File: config.mk
export PLATFORM = sky130hd
export DESIGN_NAME = i2s_tx
export DESIGN_NICKNAME = d
export VERILOG_FILES = /design/src/rtl/i2s_tx.sv
export SDC_FILE = /design/constraint.sdc
export NUM_CORES = 1
export LEC_CHECK = 0
export BUFFER_PORTS_ARGS = -buffer_cell sky130_fd_sc_hd__buf_2
export CAP_MARGIN = 5
export CORE_MARGIN = 5
export CORE_UTILIZATION = 55
export CTS_BUF_LIST = sky130_fd_sc_hd__clkbuf_2 sky130_fd_sc_hd__clkbuf_4 sky130_fd_sc_hd__clkbuf_8
export CTS_CLUSTER_SIZE = 25
export DETAILED_ROUTE_END_ITERATION = 16
export HOLD_SLACK_MARGIN = 0.08
export PLACE_DENSITY_LB_ADDON = 0.2
export SKIP_LAST_GASP = 1
export SYNTH_ARGS = -nofsm -noshare
export SYNTH_HDL_FRONTEND = slang
export SYNTH_SLANG_ARGS = --single-unit
File: constraint.sdc
create_clock -name clk -period 2.45 [get_ports clk]
set_clock_uncertainty 0.05 [all_clocks]
set_input_delay 0.1225 -clock clk [delete_from_list [all_inputs] [get_ports clk]]
set_output_delay 0.1225 -clock clk [all_outputs]
set_load 0.05 [all_outputs]
File: src/rtl/i2s_tx.sv
`default_nettype none
// ============================================================================
// Module   : i2s_tx
// Summary  : I2S transmitter, 16-bit stereo in 32-bit slots, with a one-pair
//            holding buffer and an underrun pulse.
// Revision : 1.0
// ============================================================================
module i2s_tx #(
    parameter int DIV = 4
) (
    input  logic        clk,
    input  logic        rst,
    input  logic [15:0] left,
    input  logic [15:0] right,
    input  logic        valid,
    output logic        ready,
    output logic        sclk,
    output logic        lrclk,
    output logic        sdata,
    output logic        underrun
);

    localparam logic [7:0] c_div_last = 8'(DIV - 1);

    logic [7:0]  r_div_cnt;
    logic [5:0]  r_bit_cnt;
    logic        r_sclk;
    logic        r_lrclk;
    logic        r_sdata;
    logic        r_underrun;
    logic        r_full;
    logic [15:0] r_buf_l;
    logic [15:0] r_buf_r;
    logic [15:0] r_act_l;
    logic [15:0] r_act_r;

    logic        w_tick;
    logic        w_fall;
    logic        w_wrap;
    logic        w_xfer;
    logic [5:0]  w_bit_nxt;
    logic [4:0]  w_pos;
    logic [3:0]  w_idx;
    logic [15:0] w_sample;
    logic        w_bit;

    assign w_tick    = (r_div_cnt == c_div_last);
    assign w_fall    = w_tick & r_sclk;
    assign w_wrap    = w_fall & (r_bit_cnt == 6'd63);
    assign w_xfer    = valid & ~r_full;
    assign w_bit_nxt = r_bit_cnt + 6'd1;
    assign w_pos     = w_bit_nxt[4:0];
    // Slot position p maps to sample bit 16-p, i.e. ~(p-1) in four bits.
    assign w_idx     = ~(w_pos[3:0] - 4'd1);

    // Outputs are registered for the slot being entered, so the serial bit
    // is looked up from the next bit counter value.
    always_comb begin
        w_sample = w_bit_nxt[5] ? r_act_r : r_act_l;
        w_bit    = 1'b0;
        if ((w_pos != 5'd0) && (w_pos <= 5'd16)) begin
            w_bit = w_sample[w_idx];
        end
    end

    always_ff @(posedge clk) begin
        if (rst) begin
            r_div_cnt  <= 8'd0;
            r_bit_cnt  <= 6'd0;
            r_sclk     <= 1'b0;
            r_lrclk    <= 1'b0;
            r_sdata    <= 1'b0;
            r_underrun <= 1'b0;
            r_full     <= 1'b0;
            r_buf_l    <= 16'd0;
            r_buf_r    <= 16'd0;
            r_act_l    <= 16'd0;
            r_act_r    <= 16'd0;
        end else begin
            r_underrun <= 1'b0;
            r_div_cnt  <= w_tick ? 8'd0 : r_div_cnt + 8'd1;
            if (w_tick) begin
                r_sclk <= ~r_sclk;
            end
            if (w_fall) begin
                r_bit_cnt <= w_bit_nxt;
                r_lrclk   <= w_bit_nxt[5];
                r_sdata   <= w_bit;
            end
            if (w_wrap) begin
                if (r_full) begin
                    r_act_l <= r_buf_l;
                    r_act_r <= r_buf_r;
                end else begin
                    r_underrun <= 1'b1;
                end
            end
            // A frame load and a new transfer never both touch the buffer:
            // a transfer requires full==0, a load only drains when full==1.
            if (w_wrap && r_full) begin
                r_full <= 1'b0;
            end else if (w_xfer) begin
                r_full  <= 1'b1;
                r_buf_l <= left;
                r_buf_r <= right;
            end
        end
    end

    assign ready    = ~r_full;
    assign sclk     = r_sclk;
    assign lrclk    = r_lrclk;
    assign sdata    = r_sdata;
    assign underrun = r_underrun;

endmodule
`default_nettype wire

## Yosys cells after proc, flatten, opt, wreduce, memory -nomap -nowiden

Cells that the tools add are included.

| word-level totals | value |
|---|---|
| logic and storage cells | 39 |
| input port bits | 35 |
| bits in registers | 83 |

| operators by class | value |
|---|---|
| eq/ne operators | 2 |
| bitwise operators | 8 |
| mux-type cells | 5 |
| reduce and logical (&&, ||, !) cells | 8 |
| order comparisons | 2 |
| add/subtract/negate cells | 3 |

Operators by type and width:

| kind | number |
|---|---|
| $mux W16 | 1 |
| $add A8 B1 Y8 const B | 1 |
| $eq A8 B2 Y1 const B | 1 |
| $add A6 B1 Y6 const B | 1 |
| $eq A6 B6 Y1 const B | 1 |
| $reduce_or A2 Y1 | 3 |
| $le A5 B5 Y1 const B | 1 |
| $lt A4 B5 Y1 const B | 1 |
| $reduce_bool A5 Y1 | 1 |
| $bmux W1 S4 | 1 |
| $not A1 Y1 | 4 |
| $not A4 Y4 | 1 |
| $reduce_and A2 Y1 | 2 |
| $sub A4 B1 Y4 const B | 1 |
| $and A1 B1 Y1 | 3 |
| $mux W1 | 3 |
| $logic_and A1 B1 Y1 | 2 |

## Longest topological paths before layout

| logic depth | value |
|---|---|
| depth in word-level cells | 6 |
| gate-level depth with buffers | 8 |
| mapped depth without buffers | 7 |

## Least setup slack after synthesis

OpenSTA, ideal clock, no wires.

| timing | value |
|---|---|
| path kind | reg2reg |
| from | reg r_bit_cnt[5] |
| to | reg r_sdata (netlist: sdata) |
| path slack | 0.416 ns |
| arrival | 1.848 ns |
| required time | 2.264 ns |
| stages on the path, launching flop included | 8 |
| library setup time | 0.136 ns |
| buffers on the path | 0 |
| cell sequence | dfxtp_1 > inv_2 > a21oi_4 > nor2_4 > mux2_1 > o221ai_1 > o2111a_1 > a311oi_2 |

| between the ends | value |
|---|---|
| word-level cells in the longest chain between the ends | 5 |

Ends and longest elaborated chain:

| item | RTL line | RTL |
|---|---|---|
| from (decl) | 26 | `logic [5:0] r_bit_cnt;` |
| from (signal assigned) | 86 | `r_bit_cnt <= w_bit_nxt;` |
| $add A6 B1 Y6 | 51 | `assign w_bit_nxt = r_bit_cnt + 6'd1;` |
| $mux W16 | 59 | `w_sample = w_bit_nxt[5] ? r_act_r : r_act_l;` |
| $bmux W1 S4 | 62 | `w_bit = w_sample[w_idx];` |
| $mux W1 (not written as such) | 62 |  |
| $mux W1 | 61 | `if ((w_pos != 5'd0) && (w_pos <= 5'd16)) begin` |
| to (signal assigned) | 88 | `r_sdata <= w_bit;` |
| to (decl) | 29 | `logic r_sdata;` |

Every way passes these cells. The select of a mux whose other input is x is not followed.
A chain may end at the register's enable or synchronous reset.

## Final worst setup path

| timing | value |
|---|---|
| from | reg r_bit_cnt[0] |
| to | reg r_sdata (netlist: sdata) |

| between the ends | value |
|---|---|
| word-level cells in the longest chain between the ends | 6 |

Ends and longest elaborated chain:

| item | RTL line | RTL |
|---|---|---|
| $add A6 B1 Y6 (*) | 51 |  |
| $sub A4 B1 Y4 | 54 | `assign w_idx = ~(w_pos[3:0] - 4'd1);` |
| $not A4 Y4 | 54 |  |
| $bmux W1 S4 | 62 |  |
| $mux W1 (not written as such) | 62 |  |
| $mux W1 (*) | 61 |  |

Every way passes the cells marked *; elsewhere a longest branch is shown, timed or not. The select of a mux whose other input is x is not followed.

==> results by group <==
Run status
  – Outcome: finished clean

Cells and area
  – Finished Layout Cells: 580
  – Nets@finish: 536
  – Antenna Cells: 0
  – Area growth from synthesis to layout: 22.2%
  – Layout cells sized above 1: 27.6%

Logic synthesis
  – Mapped cell area: 0.00365 mm2
  – Post-synth EDFFs: 0
  – Synth warnings: 0
  – Post-synthesis register bit count: 82
  – Post-Synthesis Net Count: 469
  – Synth Area per Inst: 8.44 um2
  – Synth cell types: 52
  – Asr flop ratio synth: 0%
  – Mapped Cells: 432
  – Top_reg_cell synth: dfxtp_1
  – Sequential-to-total area share from yosys stat: 45.0%

Timing
  – Final Hold Viols: 0
  – Min Tclk post-route: 2080 ps
  – Rel. slew slack: 52.9%
  – Worst-Margin Slew: 703 ps
  – Setup TNS: 0 ps
  – Max frequency: 0.481 GHz
  – Final setup violation count: 0
  – Tcrit/Tclk final: 84.9%
  – RSZ-0062 raised after global routing: no
  – Max-slew violation count: 0

Critical path
  – Critical path endpoint category: register
  – Startpoint Class: register
  – Cell Chain, Critical Path: nand3_2 -> nor3_2 -> nor2_4 -> mux2_1 -> o221ai_1 -> o2111a_1 -> a311oi_2
  – CP max stage delay: 470 ps
  – Worst setup path class: register to register
  – Slowest stage cell, crit path: dfxtp_1
  – CP Data Required Time: 2620 ps
  – Arrival time worst endpoint: 2250 ps
  – Critical Path Fanout Max: 7

Clock tree
  – Clock sink count: 82
  – Htree depth: 3
  – TritonCTS clock tree: done
  – Clock tree buffer depth: 2
  – CTS root buf: clkbuf_8
  – Clock latency on the worst-skew pair: 350 ps
  – Clock transition at the registers of the reported paths: 80 ps
  – CTS Buf Count: 9

Floorplan
  – Core area: 0.00639 mm2
  – Die X: 91.4 um
  – DIE HEIGHT: 91.4 um
  – Initial Utilization: 57.1%
  – DIE AREA: 0.00836 mm2
  – FP Rows: 29
  – Io pins: 40

Power and ir drop
  – Total power draw: 2.60 mW
  – Power Density: 584 mW/mm2
  – Peak VDD IR: 408 uV
  – Leak Pwr: 1.65 nW

Global route
  – Total Routing Usage GR: 21.4%
  – Largest net degree at the start of global routing: 37
  – First-pass GRT wire length: 14.5 mm
  – Initial antenna violation count: 0
  – M2 GR Usage: 33.3%
  – GR Layer Usage met1: 29.2%
  – Met3 global-route usage: 4.05%
  – Layer with the highest usage: met2
  – Vias in the first global route: 2970
  – Gr ovfl total: 0

Drt
  – ANT nets after route: 0
  – Vias per inst: 5.27
  – Post-DR wirelength/cell: 14.7 um
  – Via count: 3057
  – Post-Route WL: 8.55 mm
  – DR pass1 iterations: 5
  – Residual DRC count: 0
  – Drt first-iter violations: 106

Worst hold path
  – Worst Hold Class: register to register

Placed design
  – Port bufs: 39
  – Placed cell count: 531
  – Dpl hpwl: 5.65 mm
  – RD Place Congestion: 0.912

Flow run
  – Max-cap viol count: 0
-- cells by family (layout without fill, tap and decap cells) --
family	after synthesis	count (layout)	share of synthesized area (%)
AND/OR/NAND/NOR	194	194	25.9
adder cells (fa/ha/maj)	2	2	0.686
multiplexers	10	10	2.85
buffers and inverters	33	104	4.12
flip-flops	82	82	45.0
AO/OA/AOI/OAI	98	98	18.3
XOR/XNOR	13	13	3.12
-- cell type report --
type / instances / area, um2
Fill cell: 528 / 1930
Multi-Input combinational cell: 317 / 1860
Sequential cell: 82 / 1640
Timing Repair Buffer: 83 / 636
Clock buffer: 11 / 151
Tap cell: 77 / 96.3
Clock inverter: 4 / 51.3
Inverter: 6 / 22.5
-- final timing paths --
| path | startpoint | endpoint | slack (ps) | depth (start not counted) |
|---|---|---|---|---|
| worst min register to register | r_div_cnt[0] | r_div_cnt[0] | 400 | 1 |
| worst max-delay path | r_bit_cnt[0] | sdata | 370 | 7 |
| worst min-delay path | r_div_cnt[0] | r_div_cnt[0] | 400 | 1 |
| worst max register to register | r_bit_cnt[0] | sdata | 370 | 7 |
-- routing by layer --
metal,vias to the layer above,share of wire (%)
met5,-,0
met4,0,2.2
met3,13,2.9
met2,62,47
met1,1402,47
li1,1580,-
-- metrics by stage --
| stage | instance area, um2 | setup slack, ps | hold slack, ps | utilization (%) |
|---|---|---|---|---|
| 2_1_floorplan | 3650 | 416 | 208 | - |
| 3_3_place_gp | 3910 | 441 | 312 | 61.3 |
| 3_5_place_dp | 3910 | 401 | 318 | 61.3 |
| 4_1_cts | 4460 | 374 | 400 | 69.8 |
| 5_1_grt | 4460 | 217 | 412 | 69.8 |
| 6_report | 4460 | 370 | 395 | 69.8 |
-- worst max-delay path, delay by kind of cell, from the launching register on --
| kind | cells | cell delay [ps] |
|---|---|---|
| AO/OA/AOI/OAI | 3 | 460 |
| AND/OR/NAND/NOR | 3 | 650 |
| flip-flops | 1 | 470 |
| multiplexers | 1 | 330 |
-- synth_stat cells, drive strengths merged, types with 2 or more instances --
library cell	instances	share of area (%)
nand2	142	17
dfxtp	82	45
a21oi	70	13
clkbuf	21	2.2
nor2	16	2.1
nand3	12	1.8
o21ai	11	1.5
xor2	8	1.9
mux2i	7	1.9
and3	6	1.3
buf	6	1.3
inv	6	0.62
a31oi	5	0.86
xnor2	5	1.2
and2	3	0.58
mux2	3	0.93
nor3	3	0.55
a211oi	2	0.41
a2bb2oi	2	0.48
ha	2	0.69
nand4	2	0.34
nand4b	2	0.48
nor2b	2	0.34
nor4	2	0.93
-- registers in the layout, indices dropped and copies added, names as in the netlist --
register,flops
sclk,1
sdata,1
r_act_r,16
r_bit_cnt,6
r_buf_r,16
r_buf_l,16
underrun,1
r_div_cnt,8
r_full,1
r_act_l,16
-- what timing repair did --
item                                   4_1_cts  5_1_grt
endpoints found under the hold margin       35        0
buffers inserted                             0        0
resized for setup                            0        0
hold buffers                                34        0
-- cell usage in the layout, fill, tap and decap left out, types with 4 or more instances in the layout --
cell type,count
a21oi_1,40
clkbuf_8,11
nand2_1,112
xor2_1,8
and3_1,4
nand2_2,29
xnor2_1,5
inv_1,5
buf_4,8
dfxtp_1,82
mux2i_1,7
dlygate4sd3_1,34
buf_2,39
nand3_1,11
a21oi_2,29
nor2_1,14
a31oi_1,5
o21ai_0,10
-- report_power, final --
| part | switching, mW | internal (mW) |
|---|---|---|
| registers | 0.0265 | 1.37 |
| logic | 0.110 | 0.101 |
| clock network | 0.474 | 0.521 |
Note: power is estimated with default switching activity, not from simulation.
